$ cat config.mk
export PLATFORM = sky130hd
export DESIGN_NAME = iomem_tone_bank_flat
export DESIGN_NICKNAME = d
export VERILOG_FILES = /design/src/rtl/iomem_tone_pkg.sv /design/src/rtl/iomem_tone_bank_if.sv /design/src/rtl/tone_channel.sv /design/src/rtl/iomem_tone_bank.sv /design/src/flat_wrapper.sv
export SDC_FILE = /design/constraint.sdc
export NUM_CORES = 1
export LEC_CHECK = 0
export ABC_AREA = 1
export BUFFER_PORTS_ARGS = -buffer_cell sky130_fd_sc_hd__buf_2
export CORE_MARGIN = 2
export CORE_UTILIZATION = 40
export CTS_BUF_LIST = sky130_fd_sc_hd__clkbuf_2 sky130_fd_sc_hd__clkbuf_4 sky130_fd_sc_hd__clkbuf_8
export DETAILED_ROUTE_END_ITERATION = 12
export PLACE_DENSITY = 0.67
export SLEW_MARGIN = 20
export SYNTH_ARGS = -nofsm -noshare
export SYNTH_HDL_FRONTEND = slang
export SYNTH_SLANG_ARGS = --single-unit
$ cat constraint.sdc
create_clock -name clk -period 2.61 [get_ports clk]
set_input_delay 0.522 -clock clk [delete_from_list [all_inputs] [get_ports clk]]
set_output_delay 0.522 -clock clk [all_outputs]
set_load 0.05 [all_outputs]
$ cat src/rtl/iomem_tone_pkg.sv
// Shared definitions for the iomem tone bank: register offsets, CTRL/STATUS
// bit positions and the byte-lane merge used by every writable register.
// Optional duration logic elsewhere is controlled by macro TONE_DURATION_EN.
package iomem_tone_pkg;

   typedef enum logic [1:0] {
      REG_CTRL   = 2'd0,
      REG_HALF   = 2'd1,
      REG_STATUS = 2'd2,
      REG_DUR    = 2'd3
   } reg_e;

   localparam int CTRL_EN       = 0;
   localparam int CTRL_POL      = 1;
   localparam int CTRL_DONE_CLR = 2;

   localparam int STAT_TONE = 0;
   localparam int STAT_RUN  = 1;
   localparam int STAT_DONE = 2;

   // Replace only the byte lanes whose strobe is set.
   function automatic logic [31:0] merge_bytes(input logic [31:0] old_val,
                                                input logic [31:0] wdata,
                                                input logic [3:0]  wstrb);
      logic [31:0] r;
      r = old_val;
      for (int b = 0; b < 4; b++) begin
         if (wstrb[b]) r[8*b +: 8] = wdata[8*b +: 8];
      end
      return r;
   endfunction

endpackage

$ cat src/rtl/iomem_tone_bank_if.sv
// PicoSoC iomem request/response bundle between the CPU bus and the tone bank.
// The master holds valid until ready; ready is a single-cycle completion pulse.
// rdata is only meaningful while ready is high.
interface iomem_tone_bank_if;
   logic        iomem_valid;
   logic        iomem_ready;
   logic [3:0]  iomem_wstrb;
   logic [31:0] iomem_addr;
   logic [31:0] iomem_wdata;
   logic [31:0] iomem_rdata;

   modport master (output iomem_valid, iomem_wstrb, iomem_addr, iomem_wdata,
                   input  iomem_ready, iomem_rdata);
   modport slave  (input  iomem_valid, iomem_wstrb, iomem_addr, iomem_wdata,
                   output iomem_ready, iomem_rdata);
endinterface

$ cat src/rtl/tone_channel.sv
// One square-wave channel: half-period counter, phase, polarity, optional
// toggle-count auto-stop with sticky done (macro TONE_DURATION_EN).
// Bus writes in the same cycle as a wrap win; tone output is registered.
module tone_channel
   import iomem_tone_pkg::*;
#(
   parameter int CNT_W = 24
) (
   input  logic             clk,
   input  logic             resetn,
   input  logic             wr_ctrl,
   input  logic             wr_half,
   input  logic             wr_dur,
   input  logic [3:0]       wstrb,
   input  logic [31:0]      wdata,
   output logic             tone,
   output logic             done,
   output logic [2:0]       ctrl_rd,
   output logic [2:0]       status,
   output logic [CNT_W-1:0] half,
   output logic [CNT_W-1:0] dur
);

   logic             en, en_d, pol, pol_d, phase, phase_d, done_d;
   logic [CNT_W-1:0] cnt, cnt_d, half_d;
   logic             running, wrap, ctrl_wr, restart, stop;
`ifdef TONE_DURATION_EN
   logic [CNT_W-1:0] dur_q, dur_d;
`endif

   assign running = en && (half != '0);
   assign wrap    = running && (cnt == half - CNT_W'(1));
   // CTRL fields all live in byte lane 0.
   assign ctrl_wr = wr_ctrl && wstrb[0];
   assign restart = wr_half || (ctrl_wr && wdata[CTRL_EN] && !en);
   assign stop    = ctrl_wr && !wdata[CTRL_EN];

   // Next state: free-running count, then bus writes override the wrap.
   always_comb begin
      en_d    = en;
      pol_d   = pol;
      half_d  = half;
      done_d  = done;
      cnt_d   = cnt + CNT_W'(1);
      phase_d = phase;
`ifdef TONE_DURATION_EN
      dur_d   = dur_q;
`endif
      if (!running) begin
         cnt_d   = '0;
         phase_d = 1'b0;
      end else if (wrap) begin
         cnt_d   = '0;
         phase_d = !phase;
      end
      if (ctrl_wr) begin
         en_d  = wdata[CTRL_EN];
         pol_d = wdata[CTRL_POL];
      end
`ifdef TONE_DURATION_EN
      // Clear first so a same-cycle completion leaves done set.
      if (ctrl_wr && wdata[CTRL_DONE_CLR]) done_d = 1'b0;
      if (wrap && !restart && !stop && (dur_q != '0)) begin
         dur_d = dur_q - CNT_W'(1);
         if (dur_q == CNT_W'(1)) begin
            en_d    = 1'b0;
            done_d  = 1'b1;
            cnt_d   = '0;
            phase_d = 1'b0;
         end
      end
      if (wr_dur) dur_d = CNT_W'(merge_bytes(32'(dur_q), wdata, wstrb));
`endif
      if (wr_half) half_d = CNT_W'(merge_bytes(32'(half), wdata, wstrb));
      if (restart || stop) begin
         cnt_d   = '0;
         phase_d = 1'b0;
      end
   end

   // State register; tone is registered from the next phase/polarity.
   always_ff @(posedge clk) begin
      if (!resetn) begin
         en    <= 1'b0;
         pol   <= 1'b0;
         half  <= '0;
         cnt   <= '0;
         phase <= 1'b0;
         done  <= 1'b0;
         tone  <= 1'b0;
      end else begin
         en    <= en_d;
         pol   <= pol_d;
         half  <= half_d;
         cnt   <= cnt_d;
         phase <= phase_d;
         done  <= done_d;
         tone  <= phase_d ^ pol_d;
      end
   end

`ifdef TONE_DURATION_EN
   // Remaining-toggle counter.
   always_ff @(posedge clk) begin
      if (!resetn) dur_q <= '0;
      else         dur_q <= dur_d;
   end
   assign dur = dur_q;
`else
   logic unused_dur;
   assign unused_dur = wr_dur;
   assign dur        = '0;
`endif

   // Readback views of CTRL and STATUS.
   always_comb begin
      ctrl_rd            = '0;
      ctrl_rd[CTRL_EN]   = en;
      ctrl_rd[CTRL_POL]  = pol;
      status             = '0;
      status[STAT_TONE]  = tone;
      status[STAT_RUN]   = running;
      status[STAT_DONE]  = done;
   end

endmodule

$ cat src/rtl/iomem_tone_bank.sv
// NUM_CH-channel square-wave tone generator on the PicoSoC iomem bus.
// One-cycle ack for reads and writes; ready never repeats back-to-back.
// Duration auto-stop and irq_o exist only with macro TONE_DURATION_EN.
module iomem_tone_bank
   import iomem_tone_pkg::*;
#(
   parameter int         NUM_CH  = 4,
   parameter int         CNT_W   = 24,
   parameter logic [7:0] ADDR_HI = 8'h06
) (
   input  logic              clk,
   input  logic              resetn,
   iomem_tone_bank_if.slave  iomem,
   output logic [NUM_CH-1:0] tone_o,
   output logic              irq_o
);

   logic        hit, is_wr, ready_q;
   logic [3:0]  ch;
   reg_e        rsel;
   logic [31:0] rd_val, rdata_q;
   logic [31:0] rd_ctrl [16];
   logic [31:0] rd_half [16];
   logic [31:0] rd_stat [16];
   logic [31:0] rd_dur  [16];
   logic [NUM_CH-1:0] done;
   logic        unused_addr;

   assign hit   = iomem.iomem_valid && !ready_q && (iomem.iomem_addr[31:24] == ADDR_HI);
   assign is_wr = (iomem.iomem_wstrb != 4'b0000);
   assign ch    = iomem.iomem_addr[7:4];
   assign rsel  = reg_e'(iomem.iomem_addr[3:2]);
   assign unused_addr = ^{iomem.iomem_addr[23:8], iomem.iomem_addr[1:0]};

   // Slots beyond NUM_CH read as zero and never receive write strobes.
   for (genvar g = 0; g < 16; g++) begin : g_ch
      if (g < NUM_CH) begin : g_live
         logic             sel, tone, ch_done;
         logic [2:0]       ctrl_rd, status;
         logic [CNT_W-1:0] half, dur;
         assign sel = hit && is_wr && (ch == 4'(g));
         tone_channel #(.CNT_W(CNT_W)) u_ch (
            .clk     (clk),
            .resetn  (resetn),
            .wr_ctrl (sel && (rsel == REG_CTRL)),
            .wr_half (sel && (rsel == REG_HALF)),
            .wr_dur  (sel && (rsel == REG_DUR)),
            .wstrb   (iomem.iomem_wstrb),
            .wdata   (iomem.iomem_wdata),
            .tone    (tone),
            .done    (ch_done),
            .ctrl_rd (ctrl_rd),
            .status  (status),
            .half    (half),
            .dur     (dur)
         );
         assign tone_o[g]  = tone;
         assign done[g]    = ch_done;
         assign rd_ctrl[g] = {29'd0, ctrl_rd};
         assign rd_half[g] = 32'(half);
         assign rd_stat[g] = {29'd0, status};
         assign rd_dur[g]  = 32'(dur);
      end else begin : g_none
         assign rd_ctrl[g] = '0;
         assign rd_half[g] = '0;
         assign rd_stat[g] = '0;
         assign rd_dur[g]  = '0;
      end
   end

   // Read data select by register offset.
   always_comb begin
      rd_val = '0;
      case (rsel)
         REG_CTRL:   rd_val = rd_ctrl[ch];
         REG_HALF:   rd_val = rd_half[ch];
         REG_STATUS: rd_val = rd_stat[ch];
         REG_DUR:    rd_val = rd_dur[ch];
         default:    rd_val = '0;
      endcase
   end

   // Ack pulse and captured read data; zero outside an ack.
   always_ff @(posedge clk) begin
      if (!resetn) begin
         ready_q <= 1'b0;
         rdata_q <= '0;
      end else begin
         ready_q <= hit;
         rdata_q <= (hit && !is_wr) ? rd_val : '0;
      end
   end

   assign iomem.iomem_ready = ready_q;
   assign iomem.iomem_rdata = rdata_q;

`ifdef TONE_DURATION_EN
   logic irq_q;
   // Interrupt is the registered OR of all sticky done flags.
   always_ff @(posedge clk) begin
      if (!resetn) irq_q <= 1'b0;
      else         irq_q <= |done;
   end
   assign irq_o = irq_q;
`else
   logic unused_done;
   assign unused_done = ^done;
   assign irq_o       = 1'b0;
`endif

endmodule
$ cat src/flat_wrapper.sv
// flat-port wrapper written by rule: the top's interface ports become plain ports
module iomem_tone_bank_flat import iomem_tone_pkg::*;
#(
   parameter int         NUM_CH  = 4,
   parameter int         CNT_W   = 24,
   parameter logic [7:0] ADDR_HI = 8'h06
)
  (clk, resetn, tone_o, irq_o, iomem_iomem_valid, iomem_iomem_wstrb, iomem_iomem_addr, iomem_iomem_wdata, iomem_iomem_ready, iomem_iomem_rdata);
  iomem_tone_bank_if iomem_i ();
  input  logic clk;
  input  logic resetn;
  output logic [NUM_CH-1:0] tone_o;
  output logic irq_o;
  input wire logic [$bits(iomem_i.iomem_valid)-1:0] iomem_iomem_valid;
  input wire logic [$bits(iomem_i.iomem_wstrb)-1:0] iomem_iomem_wstrb;
  input wire logic [$bits(iomem_i.iomem_addr)-1:0] iomem_iomem_addr;
  input wire logic [$bits(iomem_i.iomem_wdata)-1:0] iomem_iomem_wdata;
  output wire logic [$bits(iomem_i.iomem_ready)-1:0] iomem_iomem_ready;
  output wire logic [$bits(iomem_i.iomem_rdata)-1:0] iomem_iomem_rdata;
  assign iomem_i.iomem_valid = iomem_iomem_valid;
  assign iomem_i.iomem_wstrb = iomem_iomem_wstrb;
  assign iomem_i.iomem_addr = iomem_iomem_addr;
  assign iomem_i.iomem_wdata = iomem_iomem_wdata;
  assign iomem_iomem_ready = iomem_i.iomem_ready;
  assign iomem_iomem_rdata = iomem_i.iomem_rdata;
  iomem_tone_bank #(.NUM_CH(NUM_CH), .CNT_W(CNT_W), .ADDR_HI(ADDR_HI)) u_core (.clk(clk), .resetn(resetn), .iomem(iomem_i), .tone_o(tone_o), .irq_o(irq_o));
endmodule
==> results.txt <==
Congestion Overflow GR = 0
Max Buffers Root-to-Sink = 3
most frequent cells in the layout = 484 x nand2_1, 434 x nor2_1, 232 x dfxtp_1, 211 x inv_1, 123 x o21ai_0
Routed WL per cell = 16.3 um
hold crit path type = in -> reg
Cell Area, Placed = 14,800 um^2
r2r startpoint = u_core.g_ch[1].g_live.u_ch.half[8]
cells on worst reg2reg path = 14
routed vias = 14,013
initial cell density of the core = 40.8%
Core Area = 33,600 um^2
Inst Count DP = 2,634
Antenna Nets Post-Route = 0
Die Height = 189 um
final slew viol count = 0
WL final = 44,300 um
cts bufs inserted = 42
Slew headroom = 64.1%
Critical Path Source Type = register
CTS tree = done
main flop type after synthesis = dfxtp_1
Post-Synthesis Cells = 2,114
vias in the first global route = 12,640
CTS Hold Bufs = 0
share of layout cells above drive strength 1 = 11.1%
worst ir drop on vdd = 0.000258 V
Worst Setup Path Type = reg -> reg
PortBufs = 73
clk_skew = 31.0 ps
Power Dens Cells = 477 nW/um^2
Max Cap Violations = 0
static leakage = 7.16 nW
Post-synth ARST share = 0%
# setup viols final = 0
Synth cell types = 47
clock sinks = 233
root buf cell = clkbuf_8
Syn. warnings = 0
final core occ = 46.9%
clock power share = 49.5%
endpoint class of the critical path = register
Total GRT Usage = 24.4%
routability congestion estimate = 0.961
final instance area = 15,800 um^2
Comb power frac = 3.2%
hold path startpoint = iomem_iomem_addr[3]
row count = 67
DP Wirelength = 34,300 um
Final Hold Viols = 0
initial antenna violation count = 0
Min Clock Period, post-route = 2440 ps
Net Switching = 1.80 mW
arrival time worst endpoint = 2920 ps
r2r endpoint = u_core.g_ch[1].g_live.u_ch.cnt[5]
Tightest Pin Transition = 537 ps
vias per cell = 5.17
clk slew on worst S/H paths = 60 ps
WHS Path Cells = 2
io pins = 109
area grow syn2layout = 15.0%
Seq pwr share = 47.3%
die area = 35,800 um^2
#FFs+latches synth = 233
Total Nets Final = 2,316
chip width = 189 um
drt initial violations = 1,349
fin crit share = 93.5%
Seq/Total Area, Yosys = 34.0%
largest net degree at the start of global routing = 108
synthesized area = 13,700 um^2
hold endpoint = u_core.iomem.iomem_rdata[0]
dpl ws = 95.3 ps
Critical Path RT = 3090 ps
r2r setup slk = 170 ps
first-pass GRT wire length = 68,900 um
Max Fanout on Critical Path = 24
outcome = finished clean
commonest non-fill, non-tap cell in the layout = nand2_1
Pint = 5.72 mW
sw frac = 23.9%
Max Fclk = 0.410 GHz
final std cells w/o fill = 2,713
H-tree levels = 2
Clk Latency, worst-skew pair = 580 ps
antenna cells = 0
DRC viols = 0
EDFF count, synth = 0
setup ws final = 170 ps
Syn Area/Cell = 6.49 um^2
Pre-Repair DR Iteration Count = 7
what timing repair did:
item | CTS | global route
resized for setup | 0 | 11
setup endpoints to repair | 0 | 76
setup buffers | 0 | 3
power by group through the flow:
stage | registers [mW] | logic, mW | clock network (mW)
5_1_grt | 3.55 | 0.253 | 3.97
2_1_floorplan | 3.63 | 0.119 | 0
3_3_place_gp | 3.63 | 0.234 | 0
6_report | 3.56 | 0.244 | 3.72
3_5_place_dp | 3.63 | 0.235 | 0
4_1_cts | 3.56 | 0.236 | 3.79
critical path: stages (launching register included):
cell and delay [ps]:
dfxtp_1 370, nor2_1 360, nand2_1 200, nor2_1 180
nand3_1 170, nand2_1 120, inv_1 100, nand2_1 80
nor2_1 40, nand2_1 60, nor2_1 80, nand3_1 120
nand3_2 90, buf_12 180, nor3b_1 170
cell usage after synthesis, types with 11 or more instances:
cell,count,area share (%)
inv_1,213,5.8
clkbuf_1,35,0.96
buf_4,20,1.1
nand3_1,118,4.3
nor3b_1,12,0.66
a31oi_1,12,0.55
a21oi_1,76,2.8
nand2_1,484,13
nor2_1,440,12
nand3b_1,26,1.4
o21ai_0,124,4.5
nand4_1,36,1.6
dfxtp_1,233,34
ha_1,12,1.1
nor2_2,11,0.50
xnor2_1,58,3.7
nor3_1,26,0.95
xor2_1,78,5.0
final cells by class:
cell class | count | area [um^2]
fill | 3507 | 17900
multi-input combinational | 1608 | 7950
sequential | 233 | 4670
timing repair buffer | 129 | 848
inverter | 219 | 822
clock buffer | 63 | 817
tap | 448 | 561
clock inverter | 13 | 97.6
worst max-delay path by stage:
stage | start | to | slack, ps | cells after the start
floorplan | u_core.g_ch[0].g_live.u_ch.half[0] | u_core.g_ch[0].g_live.u_ch.cnt[11] | 460 | 18
global placement | iomem_iomem_addr[24] | u_core.g_ch[0].g_live.u_ch.half[19] | 150 | 11
detailed placement | iomem_iomem_addr[24] | u_core.g_ch[3].g_live.u_ch.half[14] | 100 | 11
CTS | u_core.g_ch[3].g_live.u_ch.half[1] | u_core.g_ch[3].g_live.u_ch.tone | 130 | 16
global route | u_core.g_ch[3].g_live.u_ch.half[1] | u_core.g_ch[3].g_live.u_ch.tone | -20 | 17
finish | u_core.g_ch[1].g_live.u_ch.half[8] | u_core.g_ch[1].g_live.u_ch.cnt[5] | 170 | 14
metrics by stage:
stage / power [mW] / setup TNS (ps) / hold slack (ps)
2_1_floorplan: 3.75 / 0 / 439
3_3_place_gp: 3.87 / 0 / 457
3_5_place_dp: 3.87 / 0 / 466
4_1_cts: 7.59 / 0 / 168
5_1_grt: 7.77 / -16.2 / 178
6_report: 7.52 / 0 / 190
cells by family after synthesis:
family          share of synthesized area [%]
simple gates                             36.8
buf+inv                                  8.39
compound gates                           10.7
flops                                    34.0
xor+xnor                                 9.01
fa+ha+maj                                1.09
other cells                            0.0273
registers in the layout, summed over array words and instances (netlist names):
register / flops
u_core.g_ch.g_live.u_ch.cnt: 96
u_core.g_ch.g_live.u_ch.en: 4
u_core.g_ch.g_live.u_ch.half: 96
u_core.g_ch.g_live.u_ch.phase: 4
u_core.g_ch.g_live.u_ch.pol: 4
u_core.g_ch.g_live.u_ch.tone: 4
u_core.iomem.iomem_rdata: 24
u_core.iomem.iomem_ready: 1
routing by layer:
layer | global-route usage [%] | wire length (um)
met4 | 9.95 | 1750
met3 | 4.67 | 3740
met5 | 0 | 0
met2 | 39.6 | 20000
met1 | 31.8 | 18800
No activity file was read; power rests on OpenSTA's default activity.
